--- src/rtl/mem_ctrl_pkg.sv ---
// Shared types and constants for the byte-serial memory responder.
// Holds the state and owner encodings, the transfer lengths and the length normaliser.
package mem_ctrl_pkg;

    typedef enum logic [1:0] {
        ST_IDLE = 2'd0,
        ST_RD   = 2'd1,
        ST_WR   = 2'd2,
        ST_FIN  = 2'd3
    } state_e;

    typedef enum logic {
        OWN_IF = 1'b0,
        OWN_MM = 1'b1
    } owner_e;

    localparam logic [2:0] LEN_B = 3'd1;
    localparam logic [2:0] LEN_H = 3'd2;
    localparam logic [2:0] LEN_W = 3'd4;

    // Any length code other than byte/half is served as a full word.
    function automatic logic [2:0] norm_len(input logic [2:0] len);
        return ((len == LEN_B) || (len == LEN_H)) ? len : LEN_W;
    endfunction

endpackage

--- src/rtl/mem_ctrl_if.sv ---
// Request/busy/done bundle for the IF and MEM ports plus the byte-wide RAM side.
// slave = the controller; master = the requesting stages and the RAM.
interface mem_ctrl_if #(
    parameter int ADDR_W = 32,
    parameter int DATA_W = 32
);
    logic              if_re;
    logic [ADDR_W-1:0] if_addr;
    logic              if_busy;
    logic              if_done;
    logic [DATA_W-1:0] if_data;

    logic              mm_re;
    logic              mm_we;
    logic [2:0]        mm_len;
    logic [ADDR_W-1:0] mm_addr;
    logic [DATA_W-1:0] mm_wdata;
    logic              mm_busy;
    logic              mm_done;
    logic [DATA_W-1:0] mm_rdata;

    logic [ADDR_W-1:0] ram_addr;
    logic              ram_wr;
    logic [7:0]        ram_dout;
    logic [7:0]        ram_din;

    modport slave (
        input  if_re, if_addr, mm_re, mm_we, mm_len, mm_addr, mm_wdata, ram_din,
        output if_busy, if_done, if_data, mm_busy, mm_done, mm_rdata,
               ram_addr, ram_wr, ram_dout
    );

    modport master (
        output if_re, if_addr, mm_re, mm_we, mm_len, mm_addr, mm_wdata, ram_din,
        input  if_busy, if_done, if_data, mm_busy, mm_done, mm_rdata,
               ram_addr, ram_wr, ram_dout
    );
endinterface

--- src/rtl/mem_ctrl.sv ---
// Serves IF word reads and MEM 1/2/4-byte reads/writes over a byte-wide synchronous RAM.
// MEM has fixed priority; every output is a flop so busy never loops back into the requester.
module mem_ctrl
    import mem_ctrl_pkg::*;
#(
    parameter int ADDR_W = 32,
    parameter int DATA_W = 32
) (
    input  logic      clk,
    input  logic      rst,
    mem_ctrl_if.slave bus
);

    state_e            state_q, state_d;
    owner_e            owner_q, owner_d;
    logic [ADDR_W-1:0] base_q, base_d;
    logic [2:0]        len_q, len_d;
    logic [2:0]        cnt_q, cnt_d;
    logic [DATA_W-1:0] shift_q, shift_d;
    logic              if_pend_q, if_pend_d;
    logic              mm_pend_q, mm_pend_d;
    logic              if_busy_q, if_busy_d;
    logic              if_done_q, if_done_d;
    logic              mm_busy_q, mm_busy_d;
    logic              mm_done_q, mm_done_d;
    logic [DATA_W-1:0] if_data_q, if_data_d;
    logic [DATA_W-1:0] mm_rdata_q, mm_rdata_d;
    logic [ADDR_W-1:0] ram_addr_q, ram_addr_d;
    logic              ram_wr_q, ram_wr_d;
    logic [7:0]        ram_dout_q, ram_dout_d;

    logic              mm_req;
    logic [1:0]        rd_byte;

    assign mm_req  = bus.mm_re | bus.mm_we;
    // RAM data lags the address by one cycle, so count cnt lands in byte cnt-1.
    assign rd_byte = 2'(cnt_q - 3'd1);

    always_comb begin
        state_d    = state_q;
        owner_d    = owner_q;
        base_d     = base_q;
        len_d      = len_q;
        cnt_d      = cnt_q;
        shift_d    = shift_q;
        if_data_d  = if_data_q;
        mm_rdata_d = mm_rdata_q;
        ram_addr_d = ram_addr_q;
        ram_dout_d = ram_dout_q;
        if_pend_d  = if_pend_q | bus.if_re;
        mm_pend_d  = mm_pend_q | mm_req;

        unique case (state_q)
            ST_IDLE: begin
                if (mm_pend_q || mm_req) begin
                    owner_d    = OWN_MM;
                    base_d     = bus.mm_addr;
                    len_d      = norm_len(bus.mm_len);
                    cnt_d      = 3'd0;
                    state_d    = bus.mm_we ? ST_WR : ST_RD;
                    shift_d    = bus.mm_we ? bus.mm_wdata : '0;
                    ram_addr_d = bus.mm_addr;
                    ram_dout_d = bus.mm_wdata[7:0];
                end else if (if_pend_q || bus.if_re) begin
                    owner_d    = OWN_IF;
                    base_d     = bus.if_addr;
                    len_d      = LEN_W;
                    cnt_d      = 3'd0;
                    state_d    = ST_RD;
                    shift_d    = '0;
                    ram_addr_d = bus.if_addr;
                end
            end
            ST_RD: begin
                if (cnt_q != 3'd0) begin
                    shift_d[{rd_byte, 3'b000} +: 8] = bus.ram_din;
                end
                if (cnt_q == len_q) begin
                    state_d = ST_FIN;
                    if (owner_q == OWN_IF) begin
                        if_data_d = shift_d;
                    end else begin
                        mm_rdata_d = shift_d;
                    end
                end else begin
                    cnt_d = cnt_q + 3'd1;
                    if (cnt_d < len_q) begin
                        ram_addr_d = base_q + ADDR_W'(cnt_d);
                    end
                end
            end
            ST_WR: begin
                if (cnt_q == len_q - 3'd1) begin
                    state_d = ST_FIN;
                end else begin
                    cnt_d      = cnt_q + 3'd1;
                    ram_addr_d = base_q + ADDR_W'(cnt_d);
                    ram_dout_d = shift_q[{cnt_d[1:0], 3'b000} +: 8];
                end
            end
            ST_FIN: begin
                state_d = ST_IDLE;
                // Clearing wins over a fresh request from the same port in this cycle.
                if (owner_q == OWN_IF) begin
                    if_pend_d = 1'b0;
                end else begin
                    mm_pend_d = 1'b0;
                end
            end
            default: state_d = ST_IDLE;
        endcase

        if_done_d = (state_d == ST_FIN) && (owner_d == OWN_IF);
        mm_done_d = (state_d == ST_FIN) && (owner_d == OWN_MM);
        if_busy_d = if_pend_d && !if_done_d;
        mm_busy_d = mm_pend_d && !mm_done_d;
        ram_wr_d  = (state_d == ST_WR);
    end

    always_ff @(posedge clk or negedge rst) begin
        if (!rst) begin
            state_q    <= ST_IDLE;
            owner_q    <= OWN_IF;
            base_q     <= '0;
            len_q      <= '0;
            cnt_q      <= '0;
            shift_q    <= '0;
            if_pend_q  <= 1'b0;
            mm_pend_q  <= 1'b0;
            if_busy_q  <= 1'b0;
            if_done_q  <= 1'b0;
            mm_busy_q  <= 1'b0;
            mm_done_q  <= 1'b0;
            if_data_q  <= '0;
            mm_rdata_q <= '0;
            ram_addr_q <= '0;
            ram_wr_q   <= 1'b0;
            ram_dout_q <= '0;
        end else begin
            state_q    <= state_d;
            owner_q    <= owner_d;
            base_q     <= base_d;
            len_q      <= len_d;
            cnt_q      <= cnt_d;
            shift_q    <= shift_d;
            if_pend_q  <= if_pend_d;
            mm_pend_q  <= mm_pend_d;
            if_busy_q  <= if_busy_d;
            if_done_q  <= if_done_d;
            mm_busy_q  <= mm_busy_d;
            mm_done_q  <= mm_done_d;
            if_data_q  <= if_data_d;
            mm_rdata_q <= mm_rdata_d;
            ram_addr_q <= ram_addr_d;
            ram_wr_q   <= ram_wr_d;
            ram_dout_q <= ram_dout_d;
        end
    end

    assign bus.if_busy  = if_busy_q;
    assign bus.if_done  = if_done_q;
    assign bus.if_data  = if_data_q;
    assign bus.mm_busy  = mm_busy_q;
    assign bus.mm_done  = mm_done_q;
    assign bus.mm_rdata = mm_rdata_q;
    assign bus.ram_addr = ram_addr_q;
    assign bus.ram_wr   = ram_wr_q;
    assign bus.ram_dout = ram_dout_q;

endmodule

--- src/flat_wrapper.sv ---
// flat-port wrapper written by rule: the top's interface ports become plain ports
module mem_ctrl_flat import mem_ctrl_pkg::*;
#(
    parameter int ADDR_W = 32,
    parameter int DATA_W = 32
)
  (clk, rst, bus_if_re, bus_if_addr, bus_mm_re, bus_mm_we, bus_mm_len, bus_mm_addr, bus_mm_wdata, bus_ram_din, bus_if_busy, bus_if_done, bus_if_data, bus_mm_busy, bus_mm_done, bus_mm_rdata, bus_ram_addr, bus_ram_wr, bus_ram_dout);
  mem_ctrl_if #(.ADDR_W(ADDR_W), .DATA_W(DATA_W)) bus_i ();
  input  logic clk;
  input  logic rst;
  input wire logic [$bits(bus_i.if_re)-1:0] bus_if_re;
  input wire logic [$bits(bus_i.if_addr)-1:0] bus_if_addr;
  input wire logic [$bits(bus_i.mm_re)-1:0] bus_mm_re;
  input wire logic [$bits(bus_i.mm_we)-1:0] bus_mm_we;
  input wire logic [$bits(bus_i.mm_len)-1:0] bus_mm_len;
  input wire logic [$bits(bus_i.mm_addr)-1:0] bus_mm_addr;
  input wire logic [$bits(bus_i.mm_wdata)-1:0] bus_mm_wdata;
  input wire logic [$bits(bus_i.ram_din)-1:0] bus_ram_din;
  output wire logic [$bits(bus_i.if_busy)-1:0] bus_if_busy;
  output wire logic [$bits(bus_i.if_done)-1:0] bus_if_done;
  output wire logic [$bits(bus_i.if_data)-1:0] bus_if_data;
  output wire logic [$bits(bus_i.mm_busy)-1:0] bus_mm_busy;
  output wire logic [$bits(bus_i.mm_done)-1:0] bus_mm_done;
  output wire logic [$bits(bus_i.mm_rdata)-1:0] bus_mm_rdata;
  output wire logic [$bits(bus_i.ram_addr)-1:0] bus_ram_addr;
  output wire logic [$bits(bus_i.ram_wr)-1:0] bus_ram_wr;
  output wire logic [$bits(bus_i.ram_dout)-1:0] bus_ram_dout;
  assign bus_i.if_re = bus_if_re;
  assign bus_i.if_addr = bus_if_addr;
  assign bus_i.mm_re = bus_mm_re;
  assign bus_i.mm_we = bus_mm_we;
  assign bus_i.mm_len = bus_mm_len;
  assign bus_i.mm_addr = bus_mm_addr;
  assign bus_i.mm_wdata = bus_mm_wdata;
  assign bus_i.ram_din = bus_ram_din;
  assign bus_if_busy = bus_i.if_busy;
  assign bus_if_done = bus_i.if_done;
  assign bus_if_data = bus_i.if_data;
  assign bus_mm_busy = bus_i.mm_busy;
  assign bus_mm_done = bus_i.mm_done;
  assign bus_mm_rdata = bus_i.mm_rdata;
  assign bus_ram_addr = bus_i.ram_addr;
  assign bus_ram_wr = bus_i.ram_wr;
  assign bus_ram_dout = bus_i.ram_dout;
  mem_ctrl #(.ADDR_W(ADDR_W), .DATA_W(DATA_W)) u_core (.clk(clk), .rst(rst), .bus(bus_i));
endmodule
--- config.mk ---
export PLATFORM = sky130hd
export DESIGN_NAME = mem_ctrl_flat
export DESIGN_NICKNAME = d
export VERILOG_FILES = /design/src/rtl/mem_ctrl_pkg.sv /design/src/rtl/mem_ctrl_if.sv /design/src/rtl/mem_ctrl.sv /design/src/flat_wrapper.sv
export SDC_FILE = /design/constraint.sdc
export NUM_CORES = 1
export LEC_CHECK = 0
export CORE_UTILIZATION = 54
export DETAILED_ROUTE_END_ITERATION = 10
export PLACE_DENSITY = 0.84
export SLEW_MARGIN = 20
export SYNTH_ARGS = -nofsm -noshare
export SYNTH_HDL_FRONTEND = slang
export SYNTH_SLANG_ARGS = --single-unit
export TNS_END_PERCENT = 20
--- constraint.sdc ---
create_clock -name clk -period 4.3 [get_ports clk]
set_input_delay 0.86 -clock clk [delete_from_list [all_inputs] [get_ports clk]]
set_output_delay 0.86 -clock clk [all_outputs]
set_load 0.05 [all_outputs]
# [Word-level counts from Yosys, hierarchy flattened]
# Index checks and enable logic that the tools add are counted.
# W data, S select, Z words.
[word_totals] wordCells=103 inputBits=112 output_inout_bits=109 ff_bits=184
[classes] n_eq_ne=14 muxes=36 n_addsub=5 bitwise=5 n_reduce_logical=22 order_cmp=1 n_shift=3
[ops] cell="$mux W32" n=9
[ops] cell="$pmux W32 S3" n=1
[ops] cell="$pmux W32 S2" n=1
[ops] cell="$add A32 B3 Y32" n=1
[ops] cell="$bwmux W32" n=1
[ops] cell="$shift A8 B7 Y32 const A" n=1
[ops] cell="$shiftx A32 B6 Y8" n=1
[ops] cell="$shiftx A8 B7 Y32" n=1
[ops] cell="$mux W3" n=7
[ops] cell="$mux W8" n=2
[ops] cell="$pmux W8 S2" n=1
[ops] cell="$mux W2" n=5
[ops] cell="$pmux W3 S3" n=1
[ops] cell="$reduce_and A3 Y1" n=3
[ops] cell="$eq A2 B2 Y1 const B" n=4
[ops] cell="$pmux W2 S4" n=1
[ops] cell="$mux W1" n=7
[ops] cell="$neg A5 Y7" n=1
[ops] cell="$eq A3 B3 Y1" n=2
[ops] cell="$reduce_bool A2 Y1" n=3
[ops] cell="$reduce_bool A3 Y1" n=2
[ops] cell="$reduce_and A5 Y1" n=1
[ops] cell="$logic_and A1 B1 Y1" n=4
[ops] cell="$ne A2 B1 Y1 const B" n=2
[ops] cell="16 further kinds" n=24

# [Depth between registers and ports, before layout]
# Gate-level depths: netlist of the first run.
[logic_depth] word_depth=8 depth_mapped=11 depth_no_buf=10

# [Least setup slack after synthesis of the first run]
# No wires, ideal clock.
[synth_path] kind="register to register" start="register u_core.cnt_q[0]" end="register u_core.ram_addr_q[10], in the netlist u_core.bus.ram_addr[10]" required_time_ns=4.175 period_less_slack_ns=2.732 slack_ns=1.568 setup_time_ns=0.125 arrival_time_ns=2.607 path_stages_with_launch=12 path_buffers=1 path_cell_list="dfrtp_1 inv_1 ha_1 inv_1 fa_1 nor2b_1 o211a_1 clkbuf_1 nand4_1 xor2_1 mux2i_1 mux2_4"
[synth_via] elab_chain_cells=5 elab_cells_between_ends=13 classes_between="2 x add/sub; 1 x order compare; 5 x eq/ne; 4 x mux; 1 x reduce/logical"
[synth_lines] element="from (decl)" line="mem_ctrl.sv:18" rtl="logic [2:0] cnt_q, cnt_d;"
[synth_lines] element="from (signal assigned)" line="mem_ctrl.sv:144" rtl="cnt_q <= cnt_d;"
[synth_lines] element="$add A3 B1 Y3" line="mem_ctrl.sv:86, mem_ctrl.sv:96"
[synth_lines] element="$add A32 B3 Y32" line="mem_ctrl.sv:88, mem_ctrl.sv:97"
[synth_lines] element="$mux W32" line="mem_ctrl.sv:87" rtl="if (cnt_d < len_q) begin"
[synth_lines] element="$mux W32" line="mem_ctrl.sv:78" rtl="if (cnt_q == len_q) begin"
[synth_lines] element="$pmux W32 S3" line="mem_ctrl.sv:53" rtl="unique case (state_q)"
[synth_lines] element="to (signal assigned)" line="mem_ctrl.sv:154" rtl="ram_addr_q <= ram_addr_d;"
[synth_lines] element="to (decl)" line="mem_ctrl.sv:28" rtl="logic [ADDR_W-1:0] ram_addr_q, ram_addr_d;"
# Parallel ways exist; a longest one is shown, timed or not. The select of a mux whose other input is x is not followed.
# A chain may end at the register's enable or synchronous reset.

# [Final worst setup path of the first run]
[layout_path] start="register u_core.cnt_q[0]" end="register u_core.ram_addr_q[31], in the netlist u_core.bus.ram_addr[31]"
# The elaborated chain is that of the path after synthesis.

==> results of run 1 <==
worst max-delay path, stage by stage, from the launching register on:
cell and delay, ns:
dfrtp_1 0.32, buf_4 0.26, inv_1 0.17, ha_1 0.70
ha_1 0.34, nor2b_1 0.13, o21a_1 0.15, o21ai_0 0.48
nand2_4 0.48, or3_1 0.49, o211ai_1 0.09
stage by stage:
step | instances | area [um^2] | utilization | hold WS [ns] | setup WS, ns
2_1_floorplan | 927 | 9110 | - | 0.454 | 1.57
3_3_place_gp | 1321 | 11500 | 0.695 | 0.460 | 0.755
3_5_place_dp | 1321 | 11500 | 0.695 | 0.469 | 0.605
4_1_cts | 1353 | 12100 | 0.731 | 0.484 | 0.583
5_1_grt | 1353 | 12100 | 0.731 | 0.497 | 0.306
6_report | 1353 | 12100 | 0.731 | 0.478 | 0.587
cell type report:
class / count / share of cell area
clock buffer: 21 / 0.0381
clock inverter: 11 / 0.0103
inverter: 15 / 0.00466
multi-input combinational: 670 / 0.352
sequential: 184 / 0.381
tap: 220 / 0.0228
timing repair buffer: 232 / 0.191
state kept, by name, indices dropped and copies added (netlist names):
register             cells
u_core.base_q           32
u_core.bus.if_busy       1
u_core.bus.if_data      32
u_core.bus.if_done       1
u_core.bus.mm_busy       1
u_core.bus.mm_done       1
u_core.bus.mm_rdata     32
u_core.bus.ram_addr     32
u_core.bus.ram_dout      8
u_core.bus.ram_wr        1
u_core.cnt_q             3
u_core.if_pend_q         1
u_core.len_q             3
u_core.mm_pend_q         1
u_core.owner_q           1
u_core.shift_q          32
u_core.state_q           2
layout by cell type, fill, tap and decap left out, drive strengths merged, types with 21 or more instances in the layout:
cell type	instances
a21oi	72
a22oi	33
clkbuf	21
clkdlybuf4s50	219
dfrtp	184
mux2i	47
nand2	134
nor2	76
o21ai	100
power breakdown:
part	switching, mW	internal [mW]	leakage, nW	total, mW
sequential	0.647	2.60	2.10	3.25
combinational	4.07	2.41	2.91	6.47
clock	0.665	0.886	0.267	1.55
total	5.38	5.89	5.28	11.3
routing by layer:
metal / up-vias / wire length, um / global-route usage / share of wire
met5: - / 0 / 0 / 0
met3: 52 / 1720 / 0.0642 / 0.070
li1: 3667 / - / - / -
met4: 0 / 733 / 0.110 / 0.030
met2: 345 / 11600 / 0.453 / 0.47
met1: 3799 / 10700 / 0.410 / 0.43
path summary, 6_finish.rpt:
| check | start | end | cells after the start |
|---|---|---|---|
| max in group asynchronous | rst | u_core.bus.if_data[27] | 2 |
| worst min-delay path | u_core.bus.ram_addr[6] | u_core.bus.ram_addr[6] | 2 |
| worst max register to register | u_core.cnt_q[0] | u_core.bus.ram_addr[31] | 10 |
| min in group asynchronous | rst | u_core.bus.if_data[20] | 1 |
| worst min register to register | u_core.bus.ram_addr[6] | u_core.bus.ram_addr[6] | 2 |
| worst max-delay path | u_core.cnt_q[0] | u_core.bus.ram_addr[31] | 10 |
logic make-up after synthesis:
kind of cell             count (synthesis)
flip-flops                             184
AND/OR/NAND/NOR                        280
XOR/XNOR                                33
adder cells (fa/ha/maj)                 20
multiplexers                            64
buffers and inverters                   73
AO/OA/AOI/OAI                          273
==> metrics.csv, run 1 <==
metric;value;unit
clock buffer depth;2;
Synth top area share;0.505;
DR vias/cell;5.81;
CTS Sinks;184;
core area;0.0165;mm^2
CTS Hold Buffers Added;0;
Setup violations, final;0;
synthesized area per cell;9.83;um^2
most frequent cell after synthesis;dfrtp_1;
Synth Area in XOR/XNOR;0.0332;
First-pass DRT Iterations;5;
die area;0.0174;mm^2
post-synthesis register bit count;184;
Post-CTS Setup Bufs;0;
post-synthesis mux area share;0.0846;
Pleak;5.28;nW
FP Rows;47;
Worst-path clk slew;0.07;ns
TritonCTS buffer count;17;
Slew Viols, Final;0;
clk_lat worst skew;0.43;ns
largest net degree at the start of global routing;94;
synthesized cell area;0.00911;mm^2
Clock Root Buffer;clkbuf_16;
total gr overflow;0;
Setup CP Type;flop to flop;
CTS tree;done;
Synth Area in Compound Gates;0.181;
Detailed Route Iter0 Violations;754;
crit share post-route;0.863;
fmax;0.269;GHz
Critical Path Fanout Max;55;
number of enable flip-flop cells after synthesis;0;
initial antenna violation count;0;
layout cells sized above 1;0.0618;
max_cap viols;0;
top cell type by total area after synthesis;dfrtp_1;
Fill cells;1191;
Worst Tran Pin Value;1.04;ns
HP Class;flop to flop;
vias in the first global route;7681;
Syn. warnings;0;
H-tree Lvls;4;
post-CTS sizing;0;
wire per inst;18.3;um
final net count;1252;
main combinational cell family by area after synthesis;compound AO/OA/AOI/OAI gates;
Routed WL;24.7;mm
Power, Total;11.3;mW
Initial Util;0.552;
most frequent cells after synthesis;184 x dfrtp_1, 133 x nand2_1, 95 x o21ai_0;
Max VDD drop;0.000610;V
Critical Path AT;4.05;ns
Setup TNS;0;ns
Top FF cell, synth;dfrtp_1;
post-synthesis adder-cell area fraction;0.0283;
CP required;4.64;ns
antenna viol nets, final;0;
unrepaired setup endpoints after global routing;no;
Worst slew margin;0.309;
sequential area share after synthesis;0.505;
CP endpoint kind;flop;
ys async rst share;1.00;
RD Place Congestion;0.855;
Mapped Nets;1059;
Port Buffer Count;220;
I/O pin cnt;221;
final count of hold timing violations;0;
via count;7863;
n_diodes;0;
Syn Inst Count;927;
Area contributors post-synth;dfrtp_1 51%, nand2_1 5.5%, o21ai_0 5.2%;
Area growth syn-to-layout;32.4;%
Post-Synth Simple-Gate Area;0.136;
Power per Cell Area;933;mW/mm^2
FF-to-FF setup slack;0.59;ns
clock skew;0.00824;ns
DPL Wire Length;17.2;mm
DRC viols;0;
startpoint types;flop;
first-pass GRT wire length;40.4;mm
status;finished clean;
Tmin final;3.71;ns
multi-input combinational cell area;0.00425;mm^2
Die X;132;um
sequential standard cell area;0.00460;mm^2
die height;132;um
gr usage total;0.294;
Synth cell types;49;
(Power assumes the default switching activity.)
==> run 2: changes to the inputs <==
- clock period: 4.3 -> 4.4 ns (I/O delays scaled with it)
==> run 2 against run 1 <==
Against the previous run: wire length rose by 0.28%; flip-flop and latch count did not move; hold slack better by 0.0058 ns; die area is the same; clock skew grew 0.0014 ns; total power down 2.8%; count of clock-buffer cells in the layout fell by 4.
==> metrics.csv, run 2 (same netlist as run 1, synthesis figures left out) <==
metric;value;unit;change
status;finished clean;;
core area;0.0165;mm^2;unchanged
DR vias/cell;5.85;;+0.62%
DRC viols;0;;unchanged
CP Launch Point;u_core.cnt_q[1];;
worst r2r src;u_core.cnt_q[1];;
clock skew;0.00967;ns;+0.00144 ns
Port Buffer Count;220;;unchanged
post-CTS sizing;0;;unchanged
H-tree Lvls;4;;unchanged
multi-input combinational cell area;0.00425;mm^2;unchanged
Setup violations, final;0;;unchanged
CP required;4.75;ns;+0.11 ns
startpoint types;flop;;
HP Class;flop to flop;;
wire per inst;18.3;um;+0.28%
DPL Wire Length;17.3;mm;+0.72%
RD Place Congestion;0.860;;+0.51%
Post-CTS Setup Bufs;0;;unchanged
commonest non-fill, non-tap cells in the layout;219 x clkdlybuf4s50_1, 184 x dfrtp_1, 131 x nand2_1, 95 x o21ai_0, 75 x nor2_1;;
FF-to-FF setup slack;0.81;ns;+0.22 ns
Worst Tran Pin Value;1.03;ns;-0.00655 ns
Critical Path Fanout Max;55;;unchanged
first-pass GRT wire length;40.5;mm;+0.24%
Power per Cell Area;909;mW/mm^2;-2.6%
gr usage total;0.294;;about the same
Setup CP Type;flop to flop;;
clk_lat worst skew;0.44;ns;about the same
max_cap viols;0;;unchanged
Die X;132;um;unchanged
Pleak;5.28;nW;about the same
fin util;0.729;;-0.00174
CTS Hold Buffers Added;0;;unchanged
fmax;0.278;GHz;+3.4%
sequential standard cell area;0.00460;mm^2;unchanged
final count of hold timing violations;0;;unchanged
Tmin final;3.59;ns;-0.122 ns
Worst slew margin;0.313;;+0.00437
clock buffer depth;2;;unchanged
initial antenna violation count;0;;unchanged
CTS tree;done;;
unrepaired setup endpoints after global routing;no;;
Routed WL;24.8;mm;+0.28%
CTS Sinks;184;;unchanged
Clock Root Buffer;clkbuf_16;;
die area;0.0174;mm^2;unchanged
n_diodes;0;;unchanged
die height;132;um;unchanged
commonest non-fill, non-tap cell in the layout;clkdlybuf4s50_1;;
First-pass DRT Iterations;6;;+1
total gr overflow;0;;unchanged
vias in the first global route;7806;;+1.6%
Power, Total;10.9;mW;-2.8%
TritonCTS buffer count;17;;unchanged
crit share post-route;0.816;;-0.0473
Setup TNS;0;ns;unchanged
worst hold start;u_core.bus.ram_addr[2];;
antenna viol nets, final;0;;unchanged
largest net degree at the start of global routing;89;;-5.3%
Slew Viols, Final;0;;unchanged
via count;7912;;+0.62%
Initial Util;0.552;;unchanged
Fill cells;1196;;+0.42%
Max VDD drop;0.000699;V;+15%
CP endpoint kind;flop;;
Detailed Route Iter0 Violations;716;;-5.0%
Critical Path AT;3.94;ns;-0.11 ns
final net count;1252;;unchanged
Area growth syn-to-layout;32.1;%;
Worst-path clk slew;0.07;ns;about the same
I/O pin cnt;221;;unchanged
FP Rows;47;;unchanged
layout cells sized above 1;0.0635;;+0.00177
==> run 2: path summary, 6_finish.rpt <==
check / endpoint / cells after the start
min in group asynchronous: u_core.bus.mm_rdata[13] / 1
max in group asynchronous: u_core.bus.ram_addr[17] / 2
min reg2reg: u_core.bus.ram_addr[2] / 2
max: u_core.bus.ram_addr[31] / 9
max reg2reg: u_core.bus.ram_addr[31] / 9
min: u_core.bus.ram_addr[2] / 2
==> run 2: critical path, stage by stage, from the launching register on <==
cell	delay, ns
dfrtp_1	0.46
inv_1	0.13
ha_1	0.69
ha_1	0.34
nor2b_1	0.13
o21a_1	0.15
o21ai_0	0.50
nand2_4	0.48
or3_1	0.50
o211ai_1	0.10
==> run 2: per-stage QoR <==
stage                     cells  hold slack [ns]  instance area [um^2]  setup slack (ns)
after floorplan             927            0.454                  9110              1.67
after global placement     1321            0.459                 11500              1.03
after detailed placement   1321            0.472                 11500             0.892
after CTS                  1353            0.488                 12000             0.792
after global routing       1353            0.511                 12000             0.573
final                      1353            0.484                 12000             0.809
==> run 2: routing by layer <==
layer  up-vias  part of all wire  global-route usage
met1      3880              0.43               0.401
met3        47             0.064              0.0554
li1       3662                 -                   -
met5         -                 0                   0
met4         0             0.023               0.106
met2       323              0.48               0.471
==> run 2: area by class of cell <==
| type | count | area share |
|---|---|---|
| sequential | 184 | 0.382 |
| multi-input combinational | 670 | 0.353 |
| timing repair buffer | 232 | 0.191 |
| clock buffer | 17 | 0.0353 |
| tap | 220 | 0.0229 |
| clock inverter | 15 | 0.0108 |
| inverter | 15 | 0.00468 |
==> run 2: power breakdown <==
| part | internal [mW] | switching [mW] |
|---|---|---|
| Sequential | 2.54 | 0.640 |
| Combinational | 2.35 | 3.96 |
| Clock | 0.745 | 0.714 |
| Total | 5.63 | 5.31 |
==> run 3: changes to the inputs <==
- CORE_UTILIZATION: 54 -> 45
- PLACE_DENSITY: 0.84 -> 0.75
- clock period: 4.4 -> 3.3 ns (I/O delays scaled with it)
==> run 3 against run 2 <==
Against the previous run: worst setup slack got worse by 0.47 ns; sequential power rose by 33%; clock skew rose by 0.0077 ns; sequential share of layout area fell by 0.58 points; total power rose by 35%; critical path depth rose by 1; wire length rose by 0.55%; global-route usage fell by 4.5 points; hold slack got worse by 0.23 ns; final cell count rose by 4.1%; fmax rose by 21%; die area rose by 20%; largest cell class unchanged; highest routed layer unchanged.
==> metrics.csv, run 3 (same netlist as run 1, synthesis figures left out) <==
metric;value;unit;change
status;finished clean;;
Power, Total;14.8;mW;+35%
Cells after DPL;1376;;+4.2%
n_diodes;0;;unchanged
Area growth syn-to-layout;34.2;%;
fmax;0.338;GHz;+21%
initial antenna violation count;0;;unchanged
Placement Cell Area;0.0116;mm^2;+1.3%
sequential share of power;0.286;;-0.004
startpoint types;flop;;
TritonCTS buffer count;17;;unchanged
CP endpoint kind;flop;;
I/O pin cnt;221;;unchanged
commonest non-fill, non-tap cells in the layout;219 x clkdlybuf4s50_1, 184 x dfrtp_1, 131 x nand2_1, 95 x o21ai_0, 75 x nor2_1;;
cell area after layout;0.0122;mm^2;+1.5%
crit share post-route;0.898;;+0.0814
clock buffer depth;2;;unchanged
CTS tree;done;;
via count;7836;;-0.96%
Setup violations, final;0;;unchanged
FF-to-FF setup slack;0.34;ns;-0.47 ns
final count of hold timing violations;0;;unchanged
Worst slew margin;0.446;;+0.133
final instance count without filler cells;1408;;+4.1%
core area;0.0197;mm^2;+19%
cell breakdown of the critical path;inv_1 -> ha_1 -> inv_1 -> fa_1 -> nor2b_1 -> o211a_1 -> nand3_1 -> o21ai_0 -> nor3b_1 -> o21ai_1;;
vias in the first global route;7508;;-3.8%
Clock Root Buffer;clkbuf_16;;
Setup TNS;0;ns;unchanged
Fill cells;1691;;+41%
clk_lat worst skew;0.44;ns;about the same
CP max-delay cell;dfrtp_1;;
die area;0.0208;mm^2;+20%
largest net degree at the start of global routing;78;;-12%
Power Internal;7.76;mW;+38%
layout cells sized above 1;0.0717;;+0.00819
Critical Path AT;3.27;ns;-0.67 ns
Port Buffer Count;220;;unchanged
DR vias/cell;5.57;;-4.8%
HP Class;primary input to async pin;;
antenna viol nets, final;0;;unchanged
Worst-path clk slew;0.07;ns;about the same
gr usage total;0.249;;-0.0451
switching part of the total;0.475;;-0.0100
Power per Cell Area;1210;mW/mm^2;+33%
DRC viols;0;;unchanged
Critical Path Max Stage Delay;0.47;ns;-0.22 ns
Buf/Inv on CP;2;;+1
CTS Sinks;184;;unchanged
Routed WL;24.9;mm;+0.55%
Die X;144;um;+9.4%
Sw Pwr;7.03;mW;+32%
CTS Hold Buffers Added;0;;unchanged
Detailed Route Iter0 Violations;597;;-17%
CP required;3.61;ns;-1.14 ns
Setup CP Type;flop to flop;;
Initial Util;0.464;;-0.0878
post-CTS sizing;0;;unchanged
First-pass DRT Iterations;5;;-1
Pleak;5.35;nW;+1.3%
Tmin final;2.96;ns;-0.629 ns
most used cell, CP;inv_1;;
total gr overflow;0;;unchanged
die height;144;um;+9.4%
DPL Wire Length;17.8;mm;+2.9%
first-pass GRT wire length;39.5;mm;-2.4%
RD Place Congestion;0.834;;-3.0%
H-tree Lvls;4;;unchanged
final net count;1262;;+0.80%
wire per inst;17.7;um;-3.4%
unrepaired setup endpoints after global routing;no;;
Max VDD drop;0.000700;V;+0.15%
max_cap viols;0;;unchanged
Post-CTS Setup Bufs;0;;unchanged
Slew Viols, Final;0;;unchanged
Worst Tran Pin Value;0.824;ns;-0.207 ns
Critical Path Fanout Max;11;;-80%
clock group share of total power;0.141;;+0.008
Comb power frac;0.573;;-0.003
CP delay by family, top;adder cells;;
clock skew;0.0174;ns;+0.00775 ns
FP Rows;51;;+8.5%
commonest non-fill, non-tap cell in the layout;clkdlybuf4s50_1;;
## run 3: changes by cell type in the layout (fill, tap and decap cells not counted), sizes merged
cell,change
buf,+10
bufinv,+2
clkbuf,+2
clkinv,+2
clkinvlp,+1
inv,-7
## run 3: worst paths after layout
| path | to | cells past startpoint | startpoint |
|---|---|---|---|
| max | u_core.bus.ram_addr[16] | 10 | u_core.cnt_q[1] |
| max reg2reg | u_core.bus.ram_addr[16] | 10 | u_core.cnt_q[1] |
| min in group clk | u_core.bus.mm_rdata[23] | 2 | u_core.bus.mm_rdata[23] |
| max in group asynchronous | u_core.bus.ram_dout[2] | 2 | rst |
| min reg2reg | u_core.bus.mm_rdata[23] | 2 | u_core.bus.mm_rdata[23] |
| min | u_core.bus.ram_addr[17] | 1 | rst |
## run 3: worst register-to-register path, stage by stage, from the launching register on
cell and delay [ns]:
dfrtp_1 0.47, inv_1 0.14, ha_1 0.36, inv_1 0.09
fa_1 0.44, nor2b_1 0.16, o211a_1 0.42, nand3_1 0.20
o21ai_0 0.22, nor3b_1 0.24, o21ai_1 0.10
## run 3: power groups by stage
stage | logic, mW | clock network (mW) | registers [mW]
finish | 8.47 | 2.08 | 4.23
global route | 9.17 | 2.20 | 4.36
CTS | 8.51 | 2.11 | 4.22
detailed placement | 8.49 | 0 | 4.23
global placement | 8.30 | 0 | 4.22
floorplan | 3.96 | 0 | 6.11
## run 3: layer usage
metal  routed length (um)  share of wire  global-route usage
met1                11300           0.46               0.357
met5                    0              0                   0
met3                 1530          0.062              0.0464
met2                11400           0.46               0.369
met4                  653          0.026               0.104
## run 3: area by class of cell
class / instances / area [um^2] / area share
Clock inverter: 13 / 145 / 0.0119
Clock buffer: 19 / 453 / 0.0370
Timing Repair Buffer: 242 / 2390 / 0.196
Tap cell: 265 / 332 / 0.0271
Inverter: 15 / 56.3 / 0.00460
Sequential cell: 184 / 4600 / 0.377
Multi-Input combinational cell: 670 / 4250 / 0.347
## run 3: through the flow
step	utilization	hold WS (ns)	worst slack [ns]
after floorplan	-	0.364	0.568
after global placement	0.592	0.462	0.429
after detailed placement	0.592	0.466	0.350
after CTS	0.622	0.284	0.328
after global routing	0.622	0.311	0.177
final	0.622	0.249	0.338
